`src/rtl/led_pkg.sv`:
```
// Shared defaults and types for the LED afterglow PWM block.
package led_pkg;

   localparam int N_LEDS_DEF        = 8;
   localparam int PWM_BITS_DEF      = 8;
   localparam int FADE_DIV_LOG2_DEF = 16;
   localparam int FADE_STEP_DEF     = 8;

   typedef logic [PWM_BITS_DEF-1:0] level_t;

endpackage

```
`src/rtl/led_pwm_channel.sv`:
```
// One LED channel: request flop, fading brightness level, period-latched duty
// and registered PWM compare.
module led_pwm_channel
   import led_pkg::*;
#(
   parameter int PWM_BITS  = PWM_BITS_DEF,
   parameter int FADE_STEP = FADE_STEP_DEF
)(
   input  logic                clk,
   input  logic                rst_n,
   input  logic                pattern_bit,
   input  logic [PWM_BITS-1:0] bright_max,
   input  logic [PWM_BITS-1:0] pwm_cnt,
   input  logic                boundary,
   input  logic                fade_tick,
   output logic                led
);

   localparam logic [PWM_BITS-1:0] STEP = PWM_BITS'(FADE_STEP);

   logic                pattern_q_r;
   logic [PWM_BITS-1:0] level_r;
   logic [PWM_BITS-1:0] level_nxt_s;
   logic [PWM_BITS-1:0] duty_r;
   logic                led_r;

   // Level update: a lit request wins over a fade step; a lowered cap clamps fading LEDs.
   always_comb begin
      level_nxt_s = level_r;
      if (pattern_q_r) begin
         level_nxt_s = bright_max;
      end else if (fade_tick) begin
         level_nxt_s = (level_r > STEP) ? (level_r - STEP) : {PWM_BITS{1'b0}};
      end else if (level_r > bright_max) begin
         level_nxt_s = bright_max;
      end else begin
         level_nxt_s = level_r;
      end
   end

   // Channel state; duty only changes at the period boundary so pulses are never cut.
   always_ff @(posedge clk or negedge rst_n) begin
      if (!rst_n) begin
         pattern_q_r <= 1'b0;
         level_r     <= {PWM_BITS{1'b0}};
         duty_r      <= {PWM_BITS{1'b0}};
         led_r       <= 1'b0;
      end else begin
         pattern_q_r <= pattern_bit;
         level_r     <= level_nxt_s;
         if (boundary) begin
            duty_r <= level_r;
         end
         led_r       <= (pwm_cnt < duty_r);
      end
   end

   assign led = led_r;

endmodule

```
`src/rtl/led_afterglow_pwm.sv`:
```
// LED bank driver: shared PWM counter and fade prescaler feeding one
// independent fading PWM channel per LED.
module led_afterglow_pwm
   import led_pkg::*;
#(
   parameter int N_LEDS        = N_LEDS_DEF,
   parameter int PWM_BITS      = PWM_BITS_DEF,
   parameter int FADE_DIV_LOG2 = FADE_DIV_LOG2_DEF,
   parameter int FADE_STEP     = FADE_STEP_DEF
)(
   input  logic                clk,
   input  logic                rst_n,
   input  logic [N_LEDS-1:0]   pattern_in,
   input  logic [PWM_BITS-1:0] bright_max,
   output logic [N_LEDS-1:0]   led_out,
   output logic                fade_tick
);

   logic [PWM_BITS-1:0]      pwm_cnt_r;
   logic [FADE_DIV_LOG2-1:0] prescaler_r;
   logic                     fade_tick_r;
   logic                     boundary_s;

   // Free-running PWM counter, fade prescaler and the registered fade strobe.
   always_ff @(posedge clk or negedge rst_n) begin
      if (!rst_n) begin
         pwm_cnt_r   <= {PWM_BITS{1'b0}};
         prescaler_r <= {FADE_DIV_LOG2{1'b0}};
         fade_tick_r <= 1'b0;
      end else begin
         pwm_cnt_r   <= pwm_cnt_r + {{(PWM_BITS-1){1'b0}}, 1'b1};
         prescaler_r <= prescaler_r + {{(FADE_DIV_LOG2-1){1'b0}}, 1'b1};
         fade_tick_r <= &prescaler_r;
      end
   end

   assign boundary_s = (pwm_cnt_r == {PWM_BITS{1'b1}});
   assign fade_tick  = fade_tick_r;

   for (genvar i = 0; i < N_LEDS; i++) begin : gen_ch
      led_pwm_channel #(
         .PWM_BITS  (PWM_BITS),
         .FADE_STEP (FADE_STEP)
      ) u_ch (
         .clk         (clk),
         .rst_n       (rst_n),
         .pattern_bit (pattern_in[i]),
         .bright_max  (bright_max),
         .pwm_cnt     (pwm_cnt_r),
         .boundary    (boundary_s),
         .fade_tick   (fade_tick_r),
         .led         (led_out[i])
      );
   end

endmodule

```
`config.mk`:
```
export PLATFORM = sky130hd
export DESIGN_NAME = led_afterglow_pwm
export DESIGN_NICKNAME = d
export VERILOG_FILES = /design/src/rtl/led_pkg.sv /design/src/rtl/led_pwm_channel.sv /design/src/rtl/led_afterglow_pwm.sv
export SDC_FILE = /design/constraint.sdc
export NUM_CORES = 1
export LEC_CHECK = 0
export CORE_ASPECT_RATIO = 0.8
export CORE_MARGIN = 2
export CORE_UTILIZATION = 55
export DETAILED_ROUTE_END_ITERATION = 10
export PLACE_DENSITY_LB_ADDON = 0.25
export SLEW_MARGIN = 20
export SYNTH_ARGS = -nofsm -noshare
export SYNTH_HDL_FRONTEND = slang
export SYNTH_HIERARCHICAL = 1
export SYNTH_SLANG_ARGS = --single-unit
export TNS_END_PERCENT = 100
```
`constraint.sdc`:
```
create_clock -name clk -period 2.9 [get_ports clk]
set_input_delay 0.29 -clock clk [delete_from_list [all_inputs] [get_ports clk]]
set_output_delay 0.29 -clock clk [all_outputs]
set_load 0.01 [all_outputs]
```
# --- Word-level counts from Yosys, hierarchy flattened ---
# Index checks and enable logic that the tools add are counted.
# Widths: inputs -> output; s select.
word_totals:
  reg_bits: 169
  latchBits: 0
  ramBits: 0
  rom_bits: 0
  inputBits: 18
  out_inout_bits: 9
  wordCells: 111
  mem_count: 0
op_classes:
  add_sub_neg: 10
  mul: 0
  div_mod_pow: 0
  magnitude_cmp: 24
  n_eq_ne: 1
  n_shift: 0
  mux: 32
  bitwise_logic: 0
  n_reduce_logical: 9
ops:
  columns: ["op", "n"]
  rows:
  - ["$mux 8", 32]
  - ["$gt 8x4->1 const B", 8]
  - ["$gt 8x8->1", 8]
  - ["$lt 8x8->1", 8]
  - ["$sub 8x4->8 const B", 8]
  - ["$reduce_bool 3->1", 8]
  - ["$add 16x1->16 const B", 1]
  - ["$reduce_and 16->1", 1]
  - ["$add 8x1->8 const B", 1]
  - ["$eq 8x8->1 const B", 1]

# --- Longest topological paths before layout ---
# Gate-level depths: netlist of the first run.
logic_depth:
  word_depth: 4
  mapped_depth: 8
  mapped_depth_nobuf: 7

# --- Modules after synthesis ---
# Netlist of the first run, hierarchy kept.
modules_own_cells:
  columns: ["module", "n_inst", "cells_each", "area_each_um2", "seq_area_each_um2"]
  rows:
  - ["led_pwm_channel", 8, 131, 1204.9, 450.4]
  - ["led_afterglow_pwm", 1, 81, 1022.2, 625.6]

# --- Worst setup path before layout of the first run ---
# No wires, ideal clock.
synth_path:
  path_kind: "reg2reg"
  from: "register pwm_cnt_r[1]"
  to: "register gen_ch[0].u_ch.duty_r[0]"
  setup_ps: 125
  t_arrival_ps: 2876
  slack_ps: -102
  path_stages_with_launch: 5
  n_path_buf: 0
  synth_period_minus_slack_ps: 3002
  path_cell_list: "dfrtp_1 -> ha_1 -> nand3_1 -> nor2_1 -> mux2_2"
synth_via:
  elab_chain_cells: 1
synth_lines:
  columns: ["element", "line", "source"]
  rows:
  - ["from (decl)", "led_afterglow_pwm.sv:19", "logic [PWM_BITS-1:0] pwm_cnt_r;"]
  - ["from (signal assigned)", "led_afterglow_pwm.sv:27", "pwm_cnt_r <= {PWM_BITS{1'b0}};"]
  - ["from (signal assigned)", "led_afterglow_pwm.sv:31", "pwm_cnt_r <= pwm_cnt_r + {{(PWM_BITS-1){1'b0}}, 1'b1};"]
  - ["$eq 8x8->1", "led_afterglow_pwm.sv:37", "assign boundary_s = (pwm_cnt_r == {PWM_BITS{1'b1}});"]
  - ["via boundary_s", "led_afterglow_pwm.sv:22", "logic boundary_s;"]
  - ["to (signal assigned)", "led_pwm_channel.sv:46", "duty_r <= {PWM_BITS{1'b0}};"]
  - ["to (signal assigned)", "led_pwm_channel.sv:52", "duty_r <= level_r;"]
  - ["to (decl)", "led_pwm_channel.sv:24", "logic [PWM_BITS-1:0] duty_r;"]
# The timed path passes the listed nets, and every way through them passes these cells.
# A chain may end at the register's enable or synchronous reset.

# --- Final worst setup path of the first run ---
layout_path:
  from: "input port bright_max[7]"
  to: "register gen_ch[5].u_ch.level_r[3]"
layout_via:
  elab_chain_cells: 2
layout_lines:
  columns: ["element", "line", "source"]
  rows:
  - ["from (decl)", "led_afterglow_pwm.sv:14", "input logic [PWM_BITS-1:0] bright_max,"]
  - ["$gt 8x8->1", "led_pwm_channel.sv:34", "end else if (level_r > bright_max) begin"]
  - ["$reduce_bool 3->1 (no source line)", null, null]
  - ["to (signal assigned)", "led_pwm_channel.sv:45", "level_r <= {PWM_BITS{1'b0}};"]
  - ["to (signal assigned)", "led_pwm_channel.sv:50", "level_r <= level_nxt_s;"]
  - ["to (decl)", "led_pwm_channel.sv:22", "logic [PWM_BITS-1:0] level_r;"]
# No other way between the ends.

==> results.md, run 1 <==
Timing:
- The final setup violation count is 0.
- The final critical-path share of the clock period is 76.16%.
- Setup repair after global routing left no endpoint under its margin.
- At the pin with the least slew margin, the transition time is 0.7154 ns.
- The setup TNS is 0 ns.
- The post-layout worst setup margin is 0.6915 ns.
- The clock arrives with 0.008150 ns of skew.
- The highest clock frequency the design can meet is 452.8 MHz.
- Counting I/O delays and the setup requirement, the final critical path takes 2.209 ns.
- The count of final max-slew check failures came to 0.
- The final-report hold violation count is 0.
- The worst hold margin is 0.2940 ns.
- The headroom to the max-slew limit is 52.31%.

Power:
- The design draws 8.477 mW.
- Dividing total power by cell area gives a power density of 709.0 mW/mm².
- The worst-case IR drop observed on VDD is 0.0003911 V.
- In this run the static leakage power is 5.396 nW.

GRT:
- The first global-routing pass estimated 39590 µm of wire.
- The initial antenna violation count was 0.
- The sum of overflow across all layers after global routing is 0.
- The pin count of the biggest net entering global routing is 83.
- Global routing consumed, over all layers together, 24.32% of the routing resources.
- The via count of the first global-routing pass is 7966.

Finish:
- The repair_antennas step left the layout with diodes totalling 0.
- The share of cells above drive strength 1 is 9.637%.
- From synthesis to final layout, the design area changed by 12.16%.
- The count of fill cells added during filler insertion is 1535.
- The total number of nets in the final design is 1319.

Synthesis:
- In the synthesized netlist the async set-or-reset flop fraction comes to 100.0%.
- In the post-synthesis netlist, the biggest area contributors are sky130_fd_sc_hd__dfrtp_1 (40%), sky130_fd_sc_hd__ha_1 (15%), sky130_fd_sc_hd__o21ai_0 (6.0%).
- The number of synthesis warnings is 6.
- The top cell type by area accounts for 39.67% of the synthesized area.
- After synthesis, flip-flops and latches occupy 39.67% of the total area.
- Synthesis produced 1129 cells.
- After synthesis the netlist holds a flip-flop and latch count of 169.
- The post-synthesis instance area is 0.01066 mm².
- Counting every net in the synthesized netlist gives 1277.
- The synthesized area per cell is 9.443 µm².
- The number of different library cells used by synthesis comes to 40.
- For this run, the leading register cell type out of synthesis is sky130_fd_sc_hd__dfrtp_1.
- sky130_fd_sc_hd__dfrtp_1 takes more of the synthesized area than any other cell.
- The count of flip-flops with a built-in enable after synthesis is 0.

Place:
- Detailed placement finished with a half-perimeter wire length of 16030 µm.
- Buffers placed on the I/O ports in this run total 26.
- The pre-CTS setup slack is 0.2759 ns.
- The final weighted congestion of routability-driven global placement is 0.8551.

CTS:
- The number of post-CTS setup repair buffers is 0.
- In this run the deepest clock path goes through 2 buffers.
- Clock tree synthesis inserted a total of 17 buffers.
- The clock-pin slew on the worst setup and hold paths is 0.06 ns.
- The H-tree level count is 4.
- CTS placed an instance of sky130_fd_sc_hd__clkbuf_16 at the clock tree root.
- The number of hold-repair buffers added at the cts stage is 1.
- For the worst-skew pair, the clock arrives at the later sink with an insertion delay of 0.43 ns.
- Clock tree synthesis found a total of 169 sinks.
- The CTS tree is built.
- The count of cells resized by post-cts repair is 0.

Detailed routing:
- Summed over all layers, the routed wires come to 23610 µm.
- The pre-antenna-repair detailed-routing pass consisted of 6 iterations.
- The overall via count from detail_route is 8300.
- The number of nets with antenna violations after routing is 0.
- The final routed DRC violation total is 0.
- The number of vias per cell after detailed routing is 5.760.
- The detail-routed net length per standard cell is 16.39 µm.
- For this block, the initial DRC count from the detailed router was 563.

Floorplan:
- The overall die height is 128.5 µm.
- In this run the horizontal extent of the chip is 159.7 µm.
- The floorplan die area is 0.02052 mm².
- Once the floorplan was initialized, standard cells occupied 56.19% of the core.
- The number of placed I/O pins is 27.
- Row generation in the floorplan step produced 45 rows.
- The core area is 0.01897 mm².

Critical path:
- The top fanout value on the critical path is 16.
- The type of origin of the critical path is a primary input.
- The reg2reg setup slack is 0.74 ns.
- The cell family with the largest share of critical-path delay is buffers and inverters.
- The maximum cell stage delay along the critical path is 0.50 ns.
- At the worst endpoint, the required time is 3.25 ns.
- The critical path goes through clkdlybuf4s50_1 > buf_12 > inv_1 > ha_1 > nand4_1 > and2_1 > a31oi_2 > o21ba_1 > mux2i_1.
- The data arrival time of the worst path is 2.56 ns.
- The category of the critical setup timing path is in -> reg.
- The number of buffers and inverters on the critical path is 3.
- The worst setup path is captured at a flop.
- The highest-delay cell along the critical path is sky130_fd_sc_hd__clkdlybuf4s50_1.

Hold path:
- The class of the tightest hold or removal check is in -> reg.

Job:
- The number of violations of the max-capacitance limit is 0.

Outcome:
- The flow ran to the end, and the final reports show no timing, DRC or antenna violations.
==> placed cells by master (no fill, tap or decap), types with 9 or more instances in the layout <==
| master | n |
|---|---|
| sky130_fd_sc_hd__dfrtp_1 | 168 |
| sky130_fd_sc_hd__inv_1 | 155 |
| sky130_fd_sc_hd__ha_1 | 130 |
| sky130_fd_sc_hd__o21ai_0 | 128 |
| sky130_fd_sc_hd__nand2_1 | 109 |
| sky130_fd_sc_hd__nor2_1 | 67 |
| sky130_fd_sc_hd__a21oi_1 | 32 |
| sky130_fd_sc_hd__nand4_1 | 28 |
| sky130_fd_sc_hd__clkdlybuf4s50_1 | 25 |
| sky130_fd_sc_hd__nor3_1 | 24 |
| sky130_fd_sc_hd__a32o_1 | 24 |
| sky130_fd_sc_hd__clkbuf_16 | 17 |
| sky130_fd_sc_hd__xnor2_1 | 16 |
| sky130_fd_sc_hd__nand2b_1 | 16 |
| sky130_fd_sc_hd__nor2b_1 | 16 |
| sky130_fd_sc_hd__a22o_2 | 16 |
| sky130_fd_sc_hd__mux2i_1 | 16 |
| sky130_fd_sc_hd__nand3_1 | 11 |
| sky130_fd_sc_hd__buf_12 | 11 |
| sky130_fd_sc_hd__and2_1 | 9 |
| sky130_fd_sc_hd__buf_4 | 9 |
==> final timing paths <==
path,start,to,cells after the start
setup / recovery,bright_max[7],gen_ch[5].u_ch/level_r[3]$_DFFE_PN0P_,9
hold / removal,pattern_in[1],gen_ch[1].u_ch/pattern_q_r$_DFF_PN0_,1
setup reg to reg,fade_tick$_DFF_PN0_,gen_ch[4].u_ch/level_r[7]$_DFFE_PN0P_,6
hold reg to reg,prescaler_r[10]$_DFF_PN0_,prescaler_r[10]$_DFF_PN0_,1
max in group asynchronous,rst_n,fade_tick$_DFF_PN0_,3
min in group asynchronous,rst_n,gen_ch[6].u_ch/duty_r[6]$_DFFE_PN0P_,2
==> power breakdown <==
group	switching [mW]	internal, mW	leakage (nW)	total [mW]
clock	0.945	1.22	0.268	2.17
sequential	0.776	2.82	2.19	3.59
combinational	1.48	1.24	2.94	2.72
==> metal layers <==
layer	track usage (%)	wire, µm
met1	34.50	11440
met2	38.91	10680
met4	6.417	267
met5	0	0
met3	4.320	1227
==> synthesized netlist by cell type (9+ instances only) <==
| cell type | n |
|---|---|
| sky130_fd_sc_hd__nand3_1 | 11 |
| sky130_fd_sc_hd__nand4_1 | 28 |
| sky130_fd_sc_hd__a22o_2 | 16 |
| sky130_fd_sc_hd__dfrtp_1 | 169 |
| sky130_fd_sc_hd__nor3_1 | 24 |
| sky130_fd_sc_hd__clkbuf_1 | 16 |
| sky130_fd_sc_hd__mux2i_1 | 16 |
| sky130_fd_sc_hd__nor2_1 | 68 |
| sky130_fd_sc_hd__and2_1 | 9 |
| sky130_fd_sc_hd__xnor2_1 | 16 |
| sky130_fd_sc_hd__ha_1 | 130 |
| sky130_fd_sc_hd__inv_1 | 155 |
| sky130_fd_sc_hd__a32o_1 | 24 |
| sky130_fd_sc_hd__a21oi_1 | 32 |
| sky130_fd_sc_hd__nor2b_1 | 16 |
| sky130_fd_sc_hd__o21ai_0 | 128 |
| sky130_fd_sc_hd__nand2b_1 | 16 |
| sky130_fd_sc_hd__nand2_1 | 109 |
==> registers in the layout (all words and copies together), names as in the netlist <==
name	cells
pwm_cnt_r	8
gen_ch.u_ch/level_r	64
fade_tick	1
gen_ch.u_ch/duty_r	64
gen_ch.u_ch/pattern_q_r	8
prescaler_r	16
gen_ch.u_ch/led	8
==> stage by stage <==
step / utilization, % / area (µm²) / std cells
after floorplan: - / 10660 / 1129
after global placement: 60.04 / 11390 / 1409
after detailed placement: 60.04 / 11390 / 1409
after CTS: 63.02 / 11960 / 1441
after global routing: 63.02 / 11960 / 1441
final: 63.02 / 11960 / 1441
==> cells by family (layout without fill, tap and decap cells) <==
group	after synthesis	after routing	synth area share, %
fa+ha+maj	130	130	15.26
buf+inv	179	233	6.865
flops	169	169	39.67
xor+xnor	20	20	1.713
compound gates	288	288	18.31
mux	24	24	2.347
simple gates	319	319	15.84
==> area by class of cell <==
cell class / count / area [µm²] / area share [%]
clock buffers: 20 / 456.7 / 3.819
inverters: 155 / 581.8 / 4.866
flip-flops and latches: 169 / 4230 / 35.38
clock inverters: 11 / 98.84 / 0.8266
repair buffers: 47 / 559.3 / 4.677
well taps: 258 / 322.8 / 2.700
multi-input cells: 781 / 5708 / 47.73
Power figures use the tool's default switching activity.
==> inputs of run 2 (changes only) <==
==> constraint.sdc (replaced) <==
create_clock -name clk -period 1.8 [get_ports clk]
set_input_delay 0.18 -clock clk [delete_from_list [all_inputs] [get_ports clk]]
set_output_delay 0.18 -clock clk [all_outputs]
set_load 0.01 [all_outputs]
==> results.md, run 2 (same netlist as run 1, synthesis figures left out) <==
Power:
- The power per cell area is 1187 mW/mm² (+67%).
- The leakage power of the design is 6.449 nW (+20%).
- The maximum VDD drop is 0.0006775 V (+73%).

CTS:
- The CTS tree is built.
- The clock-pin slew on the worst setup and hold paths is 0.06 ns (about the same).
- The number of buffers inserted during clock tree synthesis came to 17 (unchanged).
- CTS placed an instance of sky130_fd_sc_hd__clkbuf_16 at the clock tree root.
- The number of clock sinks seen by CTS is 169 (unchanged).
- The maximum buffer depth of the clock tree came to 2 (unchanged).
- The H-tree level count was 4 (unchanged).
- The clock insertion delay at the later pin of the skew report is 0.43 ns (about the same).

Critical path:
- The category of the critical setup timing path is reg -> reg.
- The largest individual stage delay along the critical path comes from the cell sky130_fd_sc_hd__dfrtp_1.
- The data required time of the worst path is 2.15 ns (-1.10 ns).
- In this design, the largest share of critical-path delay is due to compound AO/OA/AOI/OAI gates.
- The worst setup path is captured at a flop.
- The top fanout value on the critical path is 8 (-8).
- The worst setup path is launched from a flop.
- The total buffers and inverters traversed by the critical path is 1 (-2).
- The data arrival time of the worst path was 2.24 ns (-0.32 ns).
- The critical path goes through ha_4 > nand4_1 > and2_4 > a31oi_4 > o21ba_4 > buf_6 > mux2i_1.
- The maximum cell stage delay along the critical path was 0.43 ns (-0.07 ns).

Floorplan:
- The starting density of the core came to 56.19% (unchanged).
- The core area came to 0.01897 mm² (unchanged).
- The floorplan die area is 0.02052 mm² (unchanged).
- The number of placed I/O pins is 27 (unchanged).
- The overall die width is 159.7 µm (unchanged).
- The overall die height is 128.5 µm (unchanged).
- The count of standard-cell rows is 45 (unchanged).

Timing:
- The headroom to the max-slew limit is 61.81% (+9.5 points).
- The final setup violation count is 23 (+23).
- The count of final max-slew check failures is 0 (unchanged).
- The final-report hold violation count is 0 (unchanged).
- Subtracting the final worst setup slack from the clock period gives 1.887 ns.
- The transition at the pin with the smallest max-transition slack was 0.5677 ns (-0.1477 ns).
- Of the available clock period, the critical path in the final layout requires 104.8%.
- The worst-case clock skew is 0.007732 ns (-0.0004180 ns).
- The post-layout worst setup margin is -0.08719 ns (-0.7787 ns).
- The highest clock frequency the design can meet is 529.9 MHz.
- Setup repair after global routing could not meet its margin everywhere.

Finish:
- In the layout the commonest cells are sky130_fd_sc_hd__dfrtp_1 (162), sky130_fd_sc_hd__buf_4 (157), sky130_fd_sc_hd__inv_1 (155).
- The total number of nets in the final design is 1491 (+13%).
- The non-filler instance count after layout is 1612 (+12%).
- The area of all sequential standard cells came to 0.004245 mm² (+0.35%).
- The number of antenna cells inserted was 0 (unchanged).
- The most common cell after layout, fill and taps aside is sky130_fd_sc_hd__dfrtp_1.
- The total area of multi-input combinational cells was 0.006482 mm² (+14%).
- The final core area utilization was 74.54% (+12 points).
- The share of cells above drive strength 1 was 27.62% (+18 points).
- The area growth from synthesis to layout is 32.66%.
- The count of fill cells added during filler insertion is 1283 (-16%).
- The largest registers in the layout are gen_ch.u_ch/duty_r (64), gen_ch.u_ch/level_r (64), prescaler_r (16).

Outcome:
- The flow ran to the end, but the final reports show violations.
- The checks that failed: negative setup slack.

Detailed routing:
- The number of detailed-routing iterations run before antenna repair is 7 (+1).
- The number of nets with antenna violations after routing is 0 (unchanged).
- The number of vias per cell after detailed routing is 5.946 (+3.2%).
- The detail-routed net length per standard cell is 19.06 µm (+16%).
- The number of violations reported at the end of detailed-routing iteration 0 is 811 (+44%).
- The final routed DRC violation total is 0 (unchanged).
- The overall routed net length came to 30720 µm (+30%).
- The overall via count from detail_route is 9585 (+15%).

GRT:
- The first-pass GRT wire length was 46860 µm (+18%).
- The pin count of the biggest net entering global routing was 43 (-48%).
- The met3 track demand over resource in global routing was 6.383% (+2.1 points).
- The via count of the first global-routing pass is 9274 (+16%).
- The overall fraction of global-route tracks in use is 29.14% (+4.8 points).
- The met1 layer usage reported by global route is 38.04% (+3.5 points).
- The most utilized layer in the global route result is met2.
- The met2 routing resource usage after global routing was 48.59% (+9.7 points).
- The sum of overflow across all layers after global routing came to 0 (unchanged).
- The initial antenna violation count is 1 (+1).

Place:
- The HPWL reported at the end of detailed placement is 19480 µm (+22%).
- The number of placed cells counting well taps came to 1548 (+9.9%).
- The final weighted congestion of routability-driven global placement came to 0.9322 (+9.0%).
- The number of input and output port buffers inserted is 26 (unchanged).

Hold path:
- The tightest min-delay check is of the in -> reg type.

Job:
- The number of violations of the max-capacitance limit is 0 (unchanged).
[run 2: cell types whose count changed in the layout (fill, tap and decap cells not counted), moves of 9 or more]
cell,previous run,this run
sky130_fd_sc_hd__o21ai_0,128,109
sky130_fd_sc_hd__buf_6,1,25
sky130_fd_sc_hd__ha_4,0,24
sky130_fd_sc_hd__o21ai_1,0,10
sky130_fd_sc_hd__buf_4,9,157
sky130_fd_sc_hd__o21ai_2,0,9
sky130_fd_sc_hd__ha_1,130,106
[run 2: path summary, 6_finish.rpt]
kind                                                       start                               endpoint  slack (ns)  cells past startpoint
hold reg to reg                        prescaler_r[10]$_DFF_PN0_              prescaler_r[10]$_DFF_PN0_        0.47                      1
hold / removal                                     pattern_in[3]   gen_ch[3].u_ch/pattern_q_r$_DFF_PN0_        0.19                      1
max in group asynchronous                                  rst_n                 pwm_cnt_r[1]$_DFF_PN0_        0.90                      3
setup reg to reg           gen_ch[1].u_ch/level_r[7]$_DFFE_PN0P_  gen_ch[1].u_ch/level_r[4]$_DFFE_PN0P_       -0.09                      7
min in group asynchronous                                  rst_n   gen_ch[6].u_ch/duty_r[4]$_DFFE_PN0P_        0.23                      2
setup / recovery           gen_ch[1].u_ch/level_r[7]$_DFFE_PN0P_  gen_ch[1].u_ch/level_r[4]$_DFFE_PN0P_       -0.09                      7
[run 2: stage by stage]
| step | hold WS [ns] | area (µm²) | setup TNS (ns) | setup slack, ns | total power [mW] |
|---|---|---|---|---|---|
| floorplan | -0.1156 | 10810 | -5.273 | -0.08842 | 9.126 |
| global placement | 0.1212 | 12520 | -37.36 | -0.6526 | 11.52 |
| detailed placement | 0.1189 | 12520 | -40.75 | -0.7551 | 11.74 |
| CTS | 0.1801 | 13500 | -0.6672 | -0.08724 | 15.81 |
| global route | 0.1737 | 14140 | -3.334 | -0.1430 | 17.82 |
| finish | 0.1867 | 14140 | -0.7752 | -0.08719 | 16.79 |
[run 2: timing repair]
item                       CTS  global route
hold endpoints to repair    36             0
setup buffers               16            14
setup endpoints to repair   71            90
pin swaps                   22            57
hold buffers                 1             0
resized for setup           71           100
cloned                       3             0
[run 2: final cells by class]
class | instances | share of cell area, %
clock buffer | 27 | 3.556
clock inverter | 3 | 0.2831
inverter | 155 | 4.114
multi-input combinational | 781 | 45.83
sequential | 169 | 30.02
tap | 258 | 2.282
timing repair buffer | 219 | 13.92
[run 2: routing by layer]
layer	share of wire (%)	routed length, µm	vias up
li1	-	-	4433
met1	42	12820	4681
met2	48	14610	385
met3	7.2	2220	86
met4	3.5	1073	0
met5	0	0	-
[run 2: power breakdown]
part           switching (mW)  internal (mW)
sequential              0.631           4.55
clock                    1.47           2.04
combinational            4.06           4.05
==> inputs of run 3 (changes only) <==
--- a/config.mk
+++ b/config.mk
@@ -7,7 +7,7 @@
 export LEC_CHECK = 0
 export CORE_ASPECT_RATIO = 0.8
 export CORE_MARGIN = 2
-export CORE_UTILIZATION = 55
+export CORE_UTILIZATION = 50
 export DETAILED_ROUTE_END_ITERATION = 10
 export PLACE_DENSITY_LB_ADDON = 0.25
 export SLEW_MARGIN = 20
==> results.md, run 3 (same netlist as run 1, synthesis figures left out) <==
Outcome:
- The flow ran to the end, but the final reports show violations.
- The final reports fail on design-rule violations, negative setup slack.

CTS:
- The master cell of the clock root buffer is sky130_fd_sc_hd__clkbuf_16.
- The clock-pin slew on the worst setup and hold paths is 0.06 ns (about the same).
- The number of buffers inserted during clock tree synthesis is 17 (unchanged).
- The H-tree level count is 4 (unchanged).
- The maximum buffer depth of the clock tree was 2 (unchanged).
- The CTS tree is built.
- The clock insertion delay at the later pin of the skew report was 0.43 ns (about the same).
- The number of clock sinks seen by CTS is 169 (unchanged).

Critical path:
- The type of origin of the critical path is a flop.
- The data arrival time of the worst path was 2.13 ns (-0.11 ns).
- The total buffers and inverters traversed by the critical path is 1 (unchanged).
- The highest-delay cell along the critical path is sky130_fd_sc_hd__nor4_1.
- The data required time of the worst path is 2.11 ns (-0.04 ns).
- The critical path is of the reg -> reg type.
- The cell family with the largest share of critical-path delay is simple AND/OR/NAND/NOR gates.
- Traced cell by cell, the critical path runs through buf_4 > nor4_1 > o22ai_2 > nor2_1 > o21ai_2 > a32o_1.
- STA classifies the critical path endpoint as a flop.
- The top fanout value on the critical path is 4 (-4).
- The maximum cell stage delay along the critical path was 0.45 ns (+0.02 ns).

Power:
- The sequential share of power was 31.4% (+0.6 points).
- The portion of total power attributed to combinational logic is 47.9% (-0.4 points).
- The total chip power is 16.32 mW (-2.8%).
- The leakage power of the design is 6.366 nW (-1.3%).
- The maximum VDD drop is 0.0007551 V (+11%).
- The power per cell area came to 1168 mW/mm² (-1.6%).
- The net switching component of the power is 5.975 mW (-3.1%).
- The design internal power is 10.34 mW (-2.7%).
- The proportion of power drawn by the clock network came to 20.6% (-0.3 points).
- The switching share of power came to 36.62% (-0.087 points).

Timing:
- The count of final max-slew check failures came to 0 (unchanged).
- The final critical-path required period is 1.824 ns (-0.06360 ns).
- The highest clock frequency the design can meet is 548.4 MHz (+3.5%).
- The final-report hold violation count is 0 (unchanged).
- The final setup violation count is 11 (-52%).
- The final critical-path share of the clock period is 101.3% (-3.5 points).
- The transition at the pin with the smallest max-transition slack is 0.5446 ns (-0.02314 ns).
- The post-layout worst setup margin is -0.02359 ns (+0.06360 ns).
- The headroom to the max-slew limit is 63.60% (+1.8 points).
- The worst-case clock skew is 0.006287 ns (-0.001445 ns).
- Setup repair after global routing could not meet its margin everywhere.

Floorplan:
- The core area is 0.02082 mm² (+9.7%).
- The overall die height came to 134.6 µm (+4.7%).
- The starting density of the core is 51.21% (-5.0 points).
- The count of standard-cell rows is 47 (+4.4%).
- The overall die width is 167.3 µm (+4.8%).
- The number of placed I/O pins was 27 (unchanged).
- The floorplan die area came to 0.02251 mm² (+9.7%).

GRT:
- The pin count of the biggest net entering global routing was 66 (+53%).
- The first-pass GRT wire length is 46600 µm (-0.57%).
- The initial antenna violation count is 0 (-1).
- The overall fraction of global-route tracks in use was 26.55% (-2.6 points).
- The via count of the first global-routing pass is 8980 (-3.2%).
- The sum of overflow across all layers after global routing was 0 (unchanged).

Finish:
- The final core area utilization came to 67.11% (-7.4 points).
- In the layout the commonest cells are sky130_fd_sc_hd__dfrtp_1 (163), sky130_fd_sc_hd__inv_1 (155), sky130_fd_sc_hd__buf_4 (149).
- The count of fill cells added during filler insertion is 1620 (+26%).
- The total number of nets in the final design was 1475 (-1.1%).
- In the final layout, the registers with the most flip-flops are gen_ch.u_ch/duty_r (64), gen_ch.u_ch/level_r (64), prescaler_r (16).
- The total area of multi-input combinational cells is 0.006411 mm² (-1.1%).
- The share of cells above drive strength 1 was 26.03% (-1.6 points).
- The number of antenna cells inserted came to 0 (unchanged).
- The most common cell after layout, fill and taps aside is sky130_fd_sc_hd__dfrtp_1.
- The area growth from synthesis to layout is 31.04%.
- The area of all sequential standard cells is 0.004239 mm² (-0.15%).

Detailed routing:
- The number of detailed-routing iterations run before antenna repair is 8 (+1).
- The number of nets with antenna violations after routing is 0 (unchanged).
- The final routed DRC violation total is 2 (+2).
- The number of violations reported at the end of detailed-routing iteration 0 is 707 (-13%).
- The detail-routed net length per standard cell was 18.38 µm (-3.6%).
- The overall routed net length was 29510 µm (-3.9%).
- The overall via count from detail_route was 9166 (-4.4%).
- The number of vias per cell after detailed routing is 5.707 (-4.0%).

Place:
- The HPWL reported at the end of detailed placement was 18950 µm (-2.7%).
- The final weighted congestion of routability-driven global placement is 0.8869 (-4.9%).
- The number of input and output port buffers inserted is 26 (unchanged).

Job:
- The number of violations of the max-capacitance limit is 0 (unchanged).

Hold path:
- The class of the tightest hold or removal check is in -> async.
-- run 3: cell count changes in the layout (fill, tap and decap cells not counted), sizes merged --
cell / before / now
clkbuf: 27 / 28
dlygate4sd2: 8 / 3
clkdlybuf4s15: 0 / 1
clkinv: 2 / 4
buf: 190 / 172
bufbuf: 3 / 5
-- run 3: power by group through the flow --
stage                     clock [mW]  combinational [mW]  sequential, mW
after global placement             0                6.39            5.12
after floorplan                    0                3.70            5.42
final                           3.37                7.82            5.13
after global routing            3.57                8.55            5.22
after CTS                       3.42                6.96            5.07
after detailed placement           0                6.56            5.13
-- run 3: worst register-to-register path, delay by kind of cell, from the launching register on --
family / cells / cell delay (ns)
AND/OR/NAND/NOR: 2 / 0.63
AO/OA/AOI/OAI: 3 / 0.51
flip-flops: 1 / 0.41
buffers and inverters: 1 / 0.17
-- run 3: path summary, 6_finish.rpt --
path / from / cells past startpoint / slack [ns] / endpoint
max in group asynchronous: rst_n / 3 / 0.98 / pwm_cnt_r[1]$_DFF_PN0_
worst max register to register: gen_ch[3].u_ch/level_r[4]$_DFFE_PN0P_ / 6 / -0.02 / gen_ch[3].u_ch/level_r[2]$_DFFE_PN0P_
worst min-delay path: rst_n / 2 / 0.16 / gen_ch[0].u_ch/duty_r[4]$_DFFE_PN0P_
min in group clk: pattern_in[5] / 1 / 0.18 / gen_ch[5].u_ch/pattern_q_r$_DFF_PN0_
worst max-delay path: gen_ch[3].u_ch/level_r[4]$_DFFE_PN0P_ / 6 / -0.02 / gen_ch[3].u_ch/level_r[2]$_DFFE_PN0P_
worst min register to register: prescaler_r[10]$_DFF_PN0_ / 1 / 0.48 / prescaler_r[10]$_DFF_PN0_
-- run 3: repair_timing --
item,4_1_cts,5_1_grt
gates resized for setup,49,86
endpoints found under the hold margin,169,0
hold buffers,1,0
setup endpoints to repair,68,83
buffers inserted,10,6
pin swaps,13,38
cloned,5,0
-- run 3: final cells by class --
cell class                      count  share of cell area, %
Timing Repair Buffer              203                  13.53
Inverter                          155                  4.164
Sequential cell                   169                  30.34
Clock buffer                       24                  3.305
Tap cell                          269                  2.409
Clock inverter                      5                 0.3582
Multi-Input combinational cell    781                  45.89
-- run 3: layer usage --
metal / vias up / GRT usage [%] / part of all wire (%)
met1: 4427 / 36.63 / 45
met2: 282 / 42.72 / 46
li1: 4409 / - / -
met5: - / 0 / 0
met3: 48 / 4.631 / 5.9
met4: 0 / 9.034 / 2.7
-- run 3: through the flow --
| step | cells | hold slack, ns | setup slack (ns) | TNS (ns) | area (µm²) |
|---|---|---|---|---|---|
| global route | 1606 | 0.1701 | -0.07683 | -2.129 | 13970 |
| global placement | 1555 | 0.04626 | -0.6145 | -35.63 | 12570 |
| CTS | 1600 | 0.1653 | -0.006060 | -0.01109 | 13440 |
| finish | 1606 | 0.1606 | -0.02359 | -0.05802 | 13970 |
| floorplan | 1129 | -0.1156 | -0.08842 | -5.273 | 10810 |
| detailed placement | 1555 | 0.04263 | -0.6664 | -38.45 | 12570 |
